[config.mk]
export PLATFORM = sky130hd
export DESIGN_NAME = forward_ctrl
export DESIGN_NICKNAME = d
export VERILOG_FILES = /design/src/rtl/forward_ctrl.sv
export SDC_FILE = /design/constraint.sdc
export NUM_CORES = 1
export LEC_CHECK = 0
export CAP_MARGIN = 10
export CORE_MARGIN = 2
export CORE_UTILIZATION = 40
export DETAILED_ROUTE_END_ITERATION = 12
export PLACE_DENSITY = 0.66
export SLEW_MARGIN = 20
export SYNTH_ARGS = -nofsm -noshare
export SYNTH_HDL_FRONTEND = slang
export SYNTH_SLANG_ARGS = --single-unit
export TNS_END_PERCENT = 100
[constraint.sdc]
create_clock -name clk -period 1.9 [get_ports clk]
set_input_delay 0.38 -clock clk [delete_from_list [all_inputs] [get_ports clk]]
set_output_delay 0.38 -clock clk [all_outputs]
set_load 0.02 [all_outputs]
[src/rtl/forward_ctrl.sv]
// forward_ctrl: operand-forwarding select and load-use stall control for a
// 5-stage pipeline. Shadows the EXE/MEM/WB slots' register usage so the
// datapath only needs the three select buses and the stall line.
module forward_ctrl #(
  parameter int REG_ADDR_LEN    = 5,
  parameter int FORWARD_SEL_LEN = 2,
  parameter int CNT_LEN         = 16
) (
  input  logic                       clk,
  input  logic                       rst,
  input  logic                       freeze,
  input  logic                       flush,
  input  logic                       id_valid,
  input  logic [REG_ADDR_LEN-1:0]    id_src1,
  input  logic [REG_ADDR_LEN-1:0]    id_src2,
  input  logic                       id_use1,
  input  logic                       id_use2,
  input  logic                       id_is_store,
  input  logic [REG_ADDR_LEN-1:0]    id_st_src,
  input  logic [REG_ADDR_LEN-1:0]    id_dest,
  input  logic                       id_wb_en,
  input  logic                       id_mem_read,
  output logic [FORWARD_SEL_LEN-1:0] val1_sel,
  output logic [FORWARD_SEL_LEN-1:0] val2_sel,
  output logic [FORWARD_SEL_LEN-1:0] ST_val_sel,
  output logic                       stall,
  output logic [CNT_LEN-1:0]         stall_cnt
);

  localparam logic [FORWARD_SEL_LEN-1:0] SEL_REG = FORWARD_SEL_LEN'(0);
  localparam logic [FORWARD_SEL_LEN-1:0] SEL_MEM = FORWARD_SEL_LEN'(1);
  localparam logic [FORWARD_SEL_LEN-1:0] SEL_WB  = FORWARD_SEL_LEN'(2);

  typedef struct packed {
    logic                    valid;
    logic [REG_ADDR_LEN-1:0] src1;
    logic [REG_ADDR_LEN-1:0] src2;
    logic                    use1;
    logic                    use2;
    logic                    is_store;
    logic [REG_ADDR_LEN-1:0] st_src;
    logic [REG_ADDR_LEN-1:0] dest;
    logic                    wb_en;
    logic                    mem_read;
  } slot_t;

  slot_t exe_q, exe_d, mem_q, mem_d, wb_q, wb_d;
  slot_t id_slot, bubble;
  logic [CNT_LEN-1:0] stall_cnt_q, stall_cnt_d;
  logic               src_hit, load_use;

  // A slot may feed a result forward only if it really writes a non-zero reg.
  function automatic logic producer(input slot_t s);
    return s.valid && s.wb_en && (s.dest != '0);
  endfunction

  // Youngest producer wins; a load still in MEM has no data yet, so it is
  // skipped (the stall guarantees it is already in WB when consumed).
  function automatic logic [FORWARD_SEL_LEN-1:0] fwd_sel(
    input slot_t                   exe,
    input slot_t                   mem,
    input slot_t                   wb,
    input logic [REG_ADDR_LEN-1:0] src,
    input logic                    used
  );
    logic [FORWARD_SEL_LEN-1:0] sel;
    sel = SEL_REG;
    if (exe.valid && used) begin
      if (producer(mem) && !mem.mem_read && mem.dest == src) sel = SEL_MEM;
      else if (producer(wb) && wb.dest == src)               sel = SEL_WB;
    end
    return sel;
  endfunction

  // Pack the ID-stage decode into a slot image; build the bubble image.
  always_comb begin
    id_slot          = '0;
    id_slot.valid    = id_valid;
    id_slot.src1     = id_src1;
    id_slot.src2     = id_src2;
    id_slot.use1     = id_use1;
    id_slot.use2     = id_use2;
    id_slot.is_store = id_is_store;
    id_slot.st_src   = id_st_src;
    id_slot.dest     = id_dest;
    id_slot.wb_en    = id_wb_en;
    id_slot.mem_read = id_mem_read;
    bubble           = '0;
  end

  // Load-use detection against the load sitting in EXE; flush wins over stall.
  always_comb begin
    src_hit  = (id_use1     && exe_q.dest == id_src1) ||
               (id_use2     && exe_q.dest == id_src2) ||
               (id_is_store && exe_q.dest == id_st_src);
    load_use = id_valid && exe_q.valid && exe_q.mem_read && exe_q.wb_en &&
               (exe_q.dest != '0) && src_hit;
    stall    = load_use && !flush;
  end

  // Slot shift and stall counter next-state; freeze holds everything.
  always_comb begin
    exe_d       = exe_q;
    mem_d       = mem_q;
    wb_d        = wb_q;
    stall_cnt_d = stall_cnt_q;
    if (!freeze) begin
      exe_d = (stall || flush) ? bubble : id_slot;
      mem_d = exe_q;
      wb_d  = mem_q;
      if (stall && stall_cnt_q != '1) stall_cnt_d = stall_cnt_q + 1'b1;
    end
  end

  // State registers, cleared asynchronously.
  always_ff @(posedge clk or posedge rst) begin
    if (rst) begin
      exe_q       <= '0;
      mem_q       <= '0;
      wb_q        <= '0;
      stall_cnt_q <= '0;
    end else begin
      exe_q       <= exe_d;
      mem_q       <= mem_d;
      wb_q        <= wb_d;
      stall_cnt_q <= stall_cnt_d;
    end
  end

  // Forwarding selects for the instruction in EXE, straight from slot state.
  always_comb begin
    val1_sel   = fwd_sel(exe_q, mem_q, wb_q, exe_q.src1,   exe_q.use1);
    val2_sel   = fwd_sel(exe_q, mem_q, wb_q, exe_q.src2,   exe_q.use2);
    ST_val_sel = fwd_sel(exe_q, mem_q, wb_q, exe_q.st_src, exe_q.is_store);
    stall_cnt  = stall_cnt_q;
  end

endmodule

==> results.cfg <==
[run_status]
status = finished, violations left
violations = setup timing

[layout]
final_cells = 484
layout_common_cells = buf_4 (75), dfrtp_1 (49), clkdlybuf4s50_1 (43)
drive_above_1_share_pct = 43.12
num-nets-final = 412
n_fill_cell = 586
area_delta_synth_final_pct = 52.49
design_area_um2 = 4594
fin_util_pct = 63.01
antenna_cells = 0
multi_input_area_um2 = 1688
ff_latch_area_um2 = 1436
final_common_cell = buf_4

[die]
start_util_pct = 41.32
die_h_um = 90.79
fp-row-count = 31
fp.dieW_um = 90.79
die-area_um2 = 8243
ioPinCount = 53
core-area_um2 = 7292

[global_routing]
grt_pass1_vias = 2595
grt_pass1_wl_um = 13560
grtUsageTotal_pct = 20.90
antenna_found_initial = 0
grt_max_degree = 42
grt_remaining_overflow = 0

[detailed_routing]
wl_per_cell_um = 16.81
drtIter0Drc = 99
drt_pass1_iterations = 4
num_vias = 2511
drt_wl_total_um = 8137
remaining_drc_errors = 0
routed_via_density = 5.188
ant_nets = 0

[timing]
maxSlewHeadroom_pct = 66.99
finalSetupViolations = 45
hold_violations = 0
worstMarginPinSlew_ps = 495.2
min_period_over_period_pct = 121.4
fmax_mhz = 433.7
final_max_slew_viol_count = 0
rsz0062_at_grt = true
fin_skew_ps = 5.458
fin_crit_ps = 2306
fin_ws_ps = -405.7

[critical_path]
crit_path_start_kind = flip-flop
worstPathRequired_ps = 1520
arrival_ps = 1930
path_max_fanout = 3
path_class = flip-flop to primary output
end_kind = primary output

[worst_hold_path]
hold_class = input pin to async pin

[yosys]
synth_xor_area_share_pct = 17.15
synth_cells = 253
synthMuxAreaShare_pct = 5.980
synth_flop_cell = dfrtp_1
synth_nets = 284
synth-edff-count = 0
syn_area_um2 = 3013
synth-async-reset-ratio_pct = 100.0
synth-adder-area-share_pct = 0.4153
syn_area_per_cell_um2 = 11.91
yosysSeqAreaShare_pct = 47.34
synth.distinct_cells = 34
yosys.area_share.simple_pct = 14.62
synth_compound_area_share_pct = 10.59
synth_top_family_by_area = XOR/XNOR gates
yosysWarnings = 0
ys_seq_elements = 57

[power]
leakage_uw = 0.002139
p_per_area_nw_per_um2 = 667.6
ir_drop_mv = 0.3869

[place]
pre_cts_ws_ps = -888.0
place_congestion = 0.8690
dp.cells = 450
placed_area_um2 = 4086
dpl.hpwl_um = 5592
io_buffers = 52

[cts]
cts_tree = yes
hold_buffers = 0
root_buffer = clkbuf_8
cts_sinks = 57
cts_max_level = 3
cts_buffer_depth = 2
cts_made_buffers = 9
clkLatencyLatePin_ps = 330
path_clk_slew_ps = 60

[run]
maxCapViolCount = 0
==> cell usage after synthesis (3+ instances only) <==
cell type | number | area share [%]
a22o_1 | 26 | 7.6
buf_6 | 6 | 2.2
nand4_1 | 7 | 1.5
nand3_2 | 3 | 1.0
dfrtp_1 | 57 | 47
and4_1 | 3 | 0.87
clkbuf_1 | 8 | 1.0
and3_1 | 7 | 1.5
nand3_1 | 14 | 2.3
nor4_1 | 6 | 1.2
xor2_1 | 34 | 9.9
nand2_1 | 4 | 0.50
nor4_2 | 4 | 1.7
nor3_1 | 5 | 0.83
xnor2_1 | 25 | 7.3
mux2_2 | 15 | 5.6
nor2_1 | 6 | 0.75
==> state kept, by name (all words and copies together), names as in the netlist <==
name	count
stall_cnt	16
wb_q	7
mem_q	8
exe_q	26
==> layout make-up <==
type | instances | share of cell area (%)
Clock buffer | 11 | 3.077
Tap cell | 99 | 2.696
Sequential cell | 57 | 31.26
Clock inverter | 4 | 0.4357
Multi-Input combinational cell | 178 | 36.74
Timing Repair Buffer | 133 | 25.63
Inverter | 2 | 0.1634
==> critical path, cell delays in order, from the launching register on <==
cell	delay, ps
dfrtp_1	380
or4_4	550
o21ai_4	230
nor4_2	90
and3_1	190
buf_2	150
==> metrics by stage <==
stage	hold slack (ps)	total power (uW)	TNS, ps
after global routing	359.7	3220	-16620
after global placement	489.4	1982	-30150
after floorplan	479.1	1724	-160.3
final	339.3	3067	-12720
after detailed placement	496.7	1994	-31890
after CTS	333.7	3049	-12050
==> layer usage <==
metal,track usage (%),wire length [um],vias up,part of all wire [%]
met5,0,0,-,0
met4,7.576,141,0,1.7
met3,5.259,296,12,3.6
met2,31.34,3858,74,47
met1,29.31,3840,1245,47
li1,-,-,1180,-
==> report_power, final <==
part           internal, uW  switching, uW  leakage [uW]
Combinational           402            298       0.00130
Sequential             1300            102      0.000747
Clock                   492            473     0.0000887
==> what timing repair did <==
| item | in CTS | in global routing |
|---|---|---|
| setup endpoints to repair | 45 | 49 |
| cloned | 1 | 0 |
| resized for setup | 61 | 19 |
| pin swaps | 21 | 17 |
| setup buffers | 18 | 3 |
==> final timing paths <==
path	cells past startpoint	end	slack (ps)	from
hold / removal	2	stall_cnt[12]	340	rst
setup reg to reg	9	stall_cnt[5]	-330	exe_q[2]
max in group asynchronous	3	exe_q[6]	1090	rst
min in group clk	1	stall_cnt[10]	500	stall_cnt[10]
setup / recovery	5	val2_sel[0]	-410	mem_q[3]
hold reg to reg	1	stall_cnt[10]	500	stall_cnt[10]
==> logic make-up (layout without fill, tap and decap cells) <==
group                      count (synthesis)  in the layout
adders and majority gates                  1              1
DFF                                       57             57
AOI/OAI and AO/OA                         35             35
buffers and inverters                     19            150
xor gates and xnor gates                  59             59
muxes                                     16             16
and+or+nand+nor                           66             67
Note: power is estimated with default switching activity, not from simulation.
